[src/rtl/cpu_perf_pkg.sv]
// Shared definitions for the CPU performance-counter bank.
// Holds the conventional channel assignment used by the pipeline wiring,
// the default counter width and the encoding of the read-source select.
package cpu_perf_pkg;

  // Conventional channel assignment for the pipelined CPU.
  localparam int unsigned CH_TOTAL    = 0;  // every running cycle
  localparam int unsigned CH_BUBBLE   = 1;  // pipeline bubbles
  localparam int unsigned CH_CONDBR   = 2;  // conditional branches
  localparam int unsigned CH_UNCONDBR = 3;  // unconditional branches

  localparam int unsigned DEFAULT_WIDTH = 32;

  // rd_src encoding: live counter or snapshot register.
  typedef enum logic {
    RD_LIVE = 1'b0,
    RD_SNAP = 1'b1
  } rd_src_e;

endpackage

[src/rtl/perf_counter_ch.sv]
// Single performance-counter channel.
// Qualifies its event strobe (level or rising edge), counts qualified
// cycles with wrap or saturate on overflow, keeps a sticky overflow flag
// and a snapshot register.
//
// Ports:
//   clk, rst   system clock, synchronous active-high reset
//   count_en   global count enable
//   freeze     holds the counter; edge history still tracks event_in
//   event_in   event strobe for this channel
//   clear      zeroes counter and overflow flag (wins over increment)
//   snap       copies the pre-update counter into snap_val
//   cnt        live counter value
//   snap_val   snapshot register
//   ovf        sticky overflow flag
module perf_counter_ch
  import cpu_perf_pkg::*;
#(
  parameter int unsigned WIDTH    = DEFAULT_WIDTH,
  parameter bit          EDGE     = 1'b0,
  parameter bit          SATURATE = 1'b0
) (
  input  logic             clk,
  input  logic             rst,
  input  logic             count_en,
  input  logic             freeze,
  input  logic             event_in,
  input  logic             clear,
  input  logic             snap,
  output logic [WIDTH-1:0] cnt,
  output logic [WIDTH-1:0] snap_val,
  output logic             ovf
);

  logic ev_d;
  logic qual;
  logic inc;
  logic at_max;

  always_comb begin
    qual   = EDGE ? (event_in & ~ev_d) : event_in;
    inc    = count_en & ~freeze & qual;
    at_max = &cnt;
  end

  always_ff @(posedge clk) begin
    if (rst) begin
      cnt      <= '0;
      snap_val <= '0;
      ovf      <= 1'b0;
      ev_d     <= 1'b0;
    end else begin
      // Edge history follows the raw input even while frozen, so releasing
      // freeze with the event held high does not look like a new edge.
      ev_d <= event_in;
      if (snap) begin
        snap_val <= cnt;
      end
      if (clear) begin
        cnt <= '0;
        ovf <= 1'b0;
      end else if (inc) begin
        if (at_max) begin
          ovf <= 1'b1;
          if (!SATURATE) begin
            cnt <= '0;
          end
        end else begin
          cnt <= cnt + WIDTH'(1);
        end
      end
    end
  end

endmodule

[src/rtl/pipeline_perf_monitor.sv]
// Parametrised performance-counter bank for the pipelined CPU.
// N_CH independent channels (perf_counter_ch) plus a registered read port
// that returns either the live counter or its snapshot.
//
// Ports:
//   clk, rst    system clock, synchronous active-high reset
//   count_en    global count enable (CPU running)
//   freeze      holds all counters; edge history still updates
//   event_in    per-channel event strobes
//   clear       zeroes live counters and overflow flags
//   snap        copies live counters into snapshot registers
//   rd_req      one-cycle read request
//   rd_sel      channel index to read
//   rd_src      0 = live counter, 1 = snapshot
//   rd_data     registered read data (holds when idle)
//   rd_valid    one-cycle pulse qualifying rd_data
//   rd_err      one-cycle pulse for an out-of-range rd_sel
//   ovf         sticky per-channel overflow flags
//   snap_valid  set once any snapshot has been taken
module pipeline_perf_monitor
  import cpu_perf_pkg::*;
#(
  parameter int unsigned       N_CH      = 4,
  parameter int unsigned       WIDTH     = DEFAULT_WIDTH,
  parameter logic [N_CH-1:0]   EDGE_MASK = '0,
  parameter int unsigned       SATURATE  = 0,
  parameter int unsigned       SEL_W     = 4
) (
  input  logic              clk,
  input  logic              rst,
  input  logic              count_en,
  input  logic              freeze,
  input  logic [N_CH-1:0]   event_in,
  input  logic              clear,
  input  logic              snap,
  input  logic              rd_req,
  input  logic [SEL_W-1:0]  rd_sel,
  input  logic              rd_src,
  output logic [WIDTH-1:0]  rd_data,
  output logic              rd_valid,
  output logic              rd_err,
  output logic [N_CH-1:0]   ovf,
  output logic              snap_valid
);

  logic [WIDTH-1:0] cnt_arr  [N_CH];
  logic [WIDTH-1:0] snap_arr [N_CH];
  logic [WIDTH-1:0] live_sel;
  logic [WIDTH-1:0] snap_sel;
  logic             sel_ok;

  genvar g;
  generate
    for (g = 0; g < N_CH; g++) begin : g_ch
      perf_counter_ch #(
        .WIDTH    (WIDTH),
        .EDGE     (EDGE_MASK[g]),
        .SATURATE (SATURATE != 0)
      ) u_ch (
        .clk      (clk),
        .rst      (rst),
        .count_en (count_en),
        .freeze   (freeze),
        .event_in (event_in[g]),
        .clear    (clear),
        .snap     (snap),
        .cnt      (cnt_arr[g]),
        .snap_val (snap_arr[g]),
        .ovf      (ovf[g])
      );
    end
  endgenerate

  // Compare-based mux: rd_sel may address beyond N_CH, so no direct indexing.
  always_comb begin
    live_sel = '0;
    snap_sel = '0;
    sel_ok   = 1'b0;
    for (int unsigned i = 0; i < N_CH; i++) begin
      if (32'(rd_sel) == i) begin
        live_sel = cnt_arr[i];
        snap_sel = snap_arr[i];
        sel_ok   = 1'b1;
      end
    end
  end

  // Read port samples pre-update values at the request edge, so a read
  // coincident with clear or snap returns the old contents.
  always_ff @(posedge clk) begin
    if (rst) begin
      rd_data    <= '0;
      rd_valid   <= 1'b0;
      rd_err     <= 1'b0;
      snap_valid <= 1'b0;
    end else begin
      rd_valid <= 1'b0;
      rd_err   <= 1'b0;
      if (rd_req) begin
        if (sel_ok) begin
          rd_valid <= 1'b1;
          rd_data  <= (rd_src_e'(rd_src) == RD_SNAP) ? snap_sel : live_sel;
        end else begin
          rd_err  <= 1'b1;
          rd_data <= '0;
        end
      end
      if (snap) begin
        snap_valid <= 1'b1;
      end
    end
  end

endmodule

[config.mk]
export PLATFORM = sky130hd
export DESIGN_NAME = pipeline_perf_monitor
export DESIGN_NICKNAME = d
export VERILOG_FILES = /design/src/rtl/cpu_perf_pkg.sv /design/src/rtl/perf_counter_ch.sv /design/src/rtl/pipeline_perf_monitor.sv
export SDC_FILE = /design/constraint.sdc
export NUM_CORES = 1
export LEC_CHECK = 0
export ABC_AREA = 1
export BUFFER_PORTS_ARGS = -buffer_cell sky130_fd_sc_hd__buf_2
export CORE_ASPECT_RATIO = 1.25
export CORE_UTILIZATION = 50
export DETAILED_ROUTE_END_ITERATION = 16
export GPL_ROUTABILITY_DRIVEN = 0
export PLACE_DENSITY = 0.69
export SYNTH_ARGS = -nofsm -noshare
export SYNTH_HDL_FRONTEND = slang
export SYNTH_HIERARCHICAL = 1
export SYNTH_SLANG_ARGS = --single-unit
[constraint.sdc]
create_clock -name clk -period 1.6 [get_ports clk]
set_input_delay 0.24 -clock clk [delete_from_list [all_inputs] [get_ports clk]]
set_output_delay 0.24 -clock clk [all_outputs]
set_load 0.01 [all_outputs]
==> qor.yml <==
outcome:
  status: "complete, no violations"
timing:
  setup_viol: 0
  fin_ws_ns: 0.0991
  tightest_slew_ns: 1.01
  rsz0062_at_grt: "yes"
  finalMaxSlewViolations: 0
  fmax_ghz: 0.666
  hold_viol_final: 0
  worst_clock_skew_ns: 0.0189
  slew_headroom: 0.327
  min_period_ns: 1.50
  hold_ws_ns: 0.110
  post-route-period-util: 0.938
final_layout:
  utilization: 0.609
  nNetsFinal: 2664
  diodes: 0
  drive_above_1_share: 0.150
  final_area_um2: 18800
  areaGrowthSynthToFinish_pct: 19.9
  fillCellCount: 2952
detailed_routing:
  drtAntennaViolNets: 0
  totalWireLength_um: 51500
  first_iter_violations: 1785
  wl_per_cell_um: 16.7
  vias: 16200
  via_per_inst: 5.28
  route.detailed.drc: 0
  firstDrtPassIters: 6
clocking:
  cts_hold_buf: 0
  clk_path_buf_depth: 3
  cts_tree: "built"
  clock_latency_ns: 0.53
  cts_max_level: 2
  path_clk_slew_ns: 0.06
  cts_sinks: 295
  cts_buffers: 34
  cts_root_buf: "clkbuf_16"
hold_path:
  hold_class: "in -> reg"
yosys:
  syn-num-nets: 2485
  ys_ff_latch: 295
  syn_inst: 2465
  syn_area_um2: 15700
  synth.distinct_cells: 28
  syn_avg_cell_area_um2: 6.37
  seq_area_frac_synth: 0.376
  synth_top_area_cell: "dfxtp_1"
  synth.top_cells.by_area: "dfxtp_1 (38%), nand2_1 (15%), nor2_1 (11%)"
  yosys.area.top_type_share: 0.376
  synth_warnings: 6
power:
  powerDensity_nw_per_um2: 895
  leakagePower_nw: 8.07
  ir_worst_vdd_mv: 0.668
floorplanning:
  fp.dieArea_um2: 32100
  core_um2: 30900
  die_width_um: 161
  die_height_um: 200
  initial_utilization: 0.508
  rows: 72
  top_level_ports: 55
critical_path:
  critPathTopFamily: "simple AND/OR/NAND/NOR gates"
  arrival_ns: 1.94
  endpoint_kind: "flop"
  cp_cell_sequence: "ha_2, nand3_2, nor2_4, nand2_4, nor2_8, nand3_4, buf_4, a21oi_1"
  endpoint: "g_ch[0].u_ch/ovf"
  crit_path_start_kind: "flop"
  slowest_stage: "dfxtp_1"
  crit_type: "reg -> reg"
  crit_cells: 8
  startpoint: "g_ch[0].u_ch/cnt[1]"
  r2r_start: "g_ch[0].u_ch/cnt[1]"
  r2r-end: "g_ch[0].u_ch/ovf"
  cpPeakStageDelay_ns: 0.36
  r2r_cells: 8
  cp_data_required_time_ns: 2.04
  crit_fanout: 3
  ff2ff_setup_slack_ns: 0.1
  path_buf_inv: 1
grt:
  gr-total-overflow: 0
  grt_pass1_vias: 15100
  grt_start_max_net_pins: 71
  antenna_found_initial: 0
  grt_usage: 0.319
  grt_pass1_wl_um: 80800
flow_run:
  drv_cap: 0
placement:
  port-buffer-count: 54
  hpwl_um: 39200
  dpl-instance-area_um2: 17600
  place_ws_ns: -0.111
==> cell families after synthesis <==
group                      count (synthesis)  share of synthesized area
AOI/OAI and AO/OA                        292                     0.0945
xor gates and xnor gates                  56                     0.0312
adders and majority gates                  4                    0.00319
buffers and inverters                    402                      0.107
DFF                                      295                      0.376
and+or+nand+nor                         1416                      0.388
==> timing repair <==
item                       CTS  global route
setup endpoints to repair    0            68
resized for setup            0            32
setup buffers                0             0
==> worst min-delay path by stage <==
stage,slack (ns),depth (start not counted),startpoint,endpoint
floorplan,0.36,2,snap,snap_valid
global placement,0.44,2,g_ch[3].u_ch/ovf,g_ch[3].u_ch/ovf
detailed placement,0.44,2,g_ch[0].u_ch/ovf,g_ch[0].u_ch/ovf
CTS,0.09,2,rst,rd_data[17]
global route,0.14,2,rst,rd_data[17]
finish,0.11,2,rst,rd_data[17]
==> layer usage <==
| metal | wire length [um] | global-route usage |
|---|---|---|
| met1 | 21300 | 0.411 |
| met2 | 23100 | 0.503 |
| met3 | 4040 | 0.0516 |
| met4 | 3040 | 0.183 |
| met5 | 0 | 0 |
==> where the power goes <==
group	internal [W]	switching, W	total (W)
sequential	0.00755	0.000116	0.00766
clock	0.00482	0.00317	0.00800
combinational	0.000406	0.000789	0.00119
total	0.0128	0.00408	0.0169
==> flip-flops by register name, indices dropped and copies added, names as in the netlist <==
name	cells
g_ch.u_ch/cnt	128
rd_data	32
rd_err	1
snap_valid	1
g_ch.u_ch/snap_val	128
rd_valid	1
g_ch.u_ch/ovf	4
==> final cells by class <==
type / instances / area [um2] / area share
Tap cell: 407 / 509 / 0.0270
Multi-Input combinational cell: 1770 / 8240 / 0.438
Inverter: 298 / 1120 / 0.0594
Clock inverter: 12 / 144 / 0.00764
Sequential cell: 295 / 5920 / 0.314
Timing Repair Buffer: 245 / 1910 / 0.101
Clock buffer: 48 / 995 / 0.0528
==> placed cells by master (no fill, tap or decap), drive strengths merged <==
cell type and instances:
a21oi 148, a2bb2oi 4, and2 4, buf 245, bufinv 3, clkbuf 48
clkinv 7, clkinvlp 2, dfxtp 295, ha 4, inv 298, nand2 641
nand3 260, nand4 12, nor2 491, nor3 10, o21ai 140, xnor2 12
xor2 44
==> cells in the mapped netlist <==
| library cell | instances |
|---|---|
| nor2_8 | 5 |
| nand3_1 | 248 |
| inv_2 | 4 |
| inv_1 | 293 |
| nor3_1 | 10 |
| o21ai_0 | 140 |
| nand2_2 | 10 |
| a21oi_2 | 2 |
| xor2_1 | 44 |
| nand2_4 | 8 |
| a2bb2oi_1 | 4 |
| ha_1 | 4 |
| buf_6 | 16 |
| dfxtp_1 | 295 |
| nor2_2 | 18 |
| nand2_1 | 621 |
| nor2_4 | 17 |
| nor2_1 | 451 |
| a21oi_1 | 146 |
| nand3_2 | 12 |
| buf_4 | 7 |
| buf_2 | 19 |
| buf_1 | 3 |
| clkbuf_1 | 59 |
| and2_1 | 4 |
| clkinv_1 | 1 |
| xnor2_1 | 12 |
| nand4_1 | 12 |
==> per-stage QoR <==
step,power [W],setup TNS [ns],cells
2_1_floorplan,0.00855,0,2465
3_3_place_gp,0.00895,-1.32,3013
3_5_place_dp,0.00897,-1.80,3013
4_1_cts,0.0169,0,3073
5_1_grt,0.0174,-0.00202,3075
6_report,0.0169,0,3075
==> worst reg2reg max path, stage by stage (launching register included) <==
cell and delay (ns):
dfxtp_1 0.36, ha_2 0.21, nand3_2 0.10, nor2_4 0.16, nand2_4 0.10, nor2_8 0.11, nand3_4 0.12, buf_4 0.17
a21oi_1 0.10
Note: power is estimated with default switching activity, not from simulation.
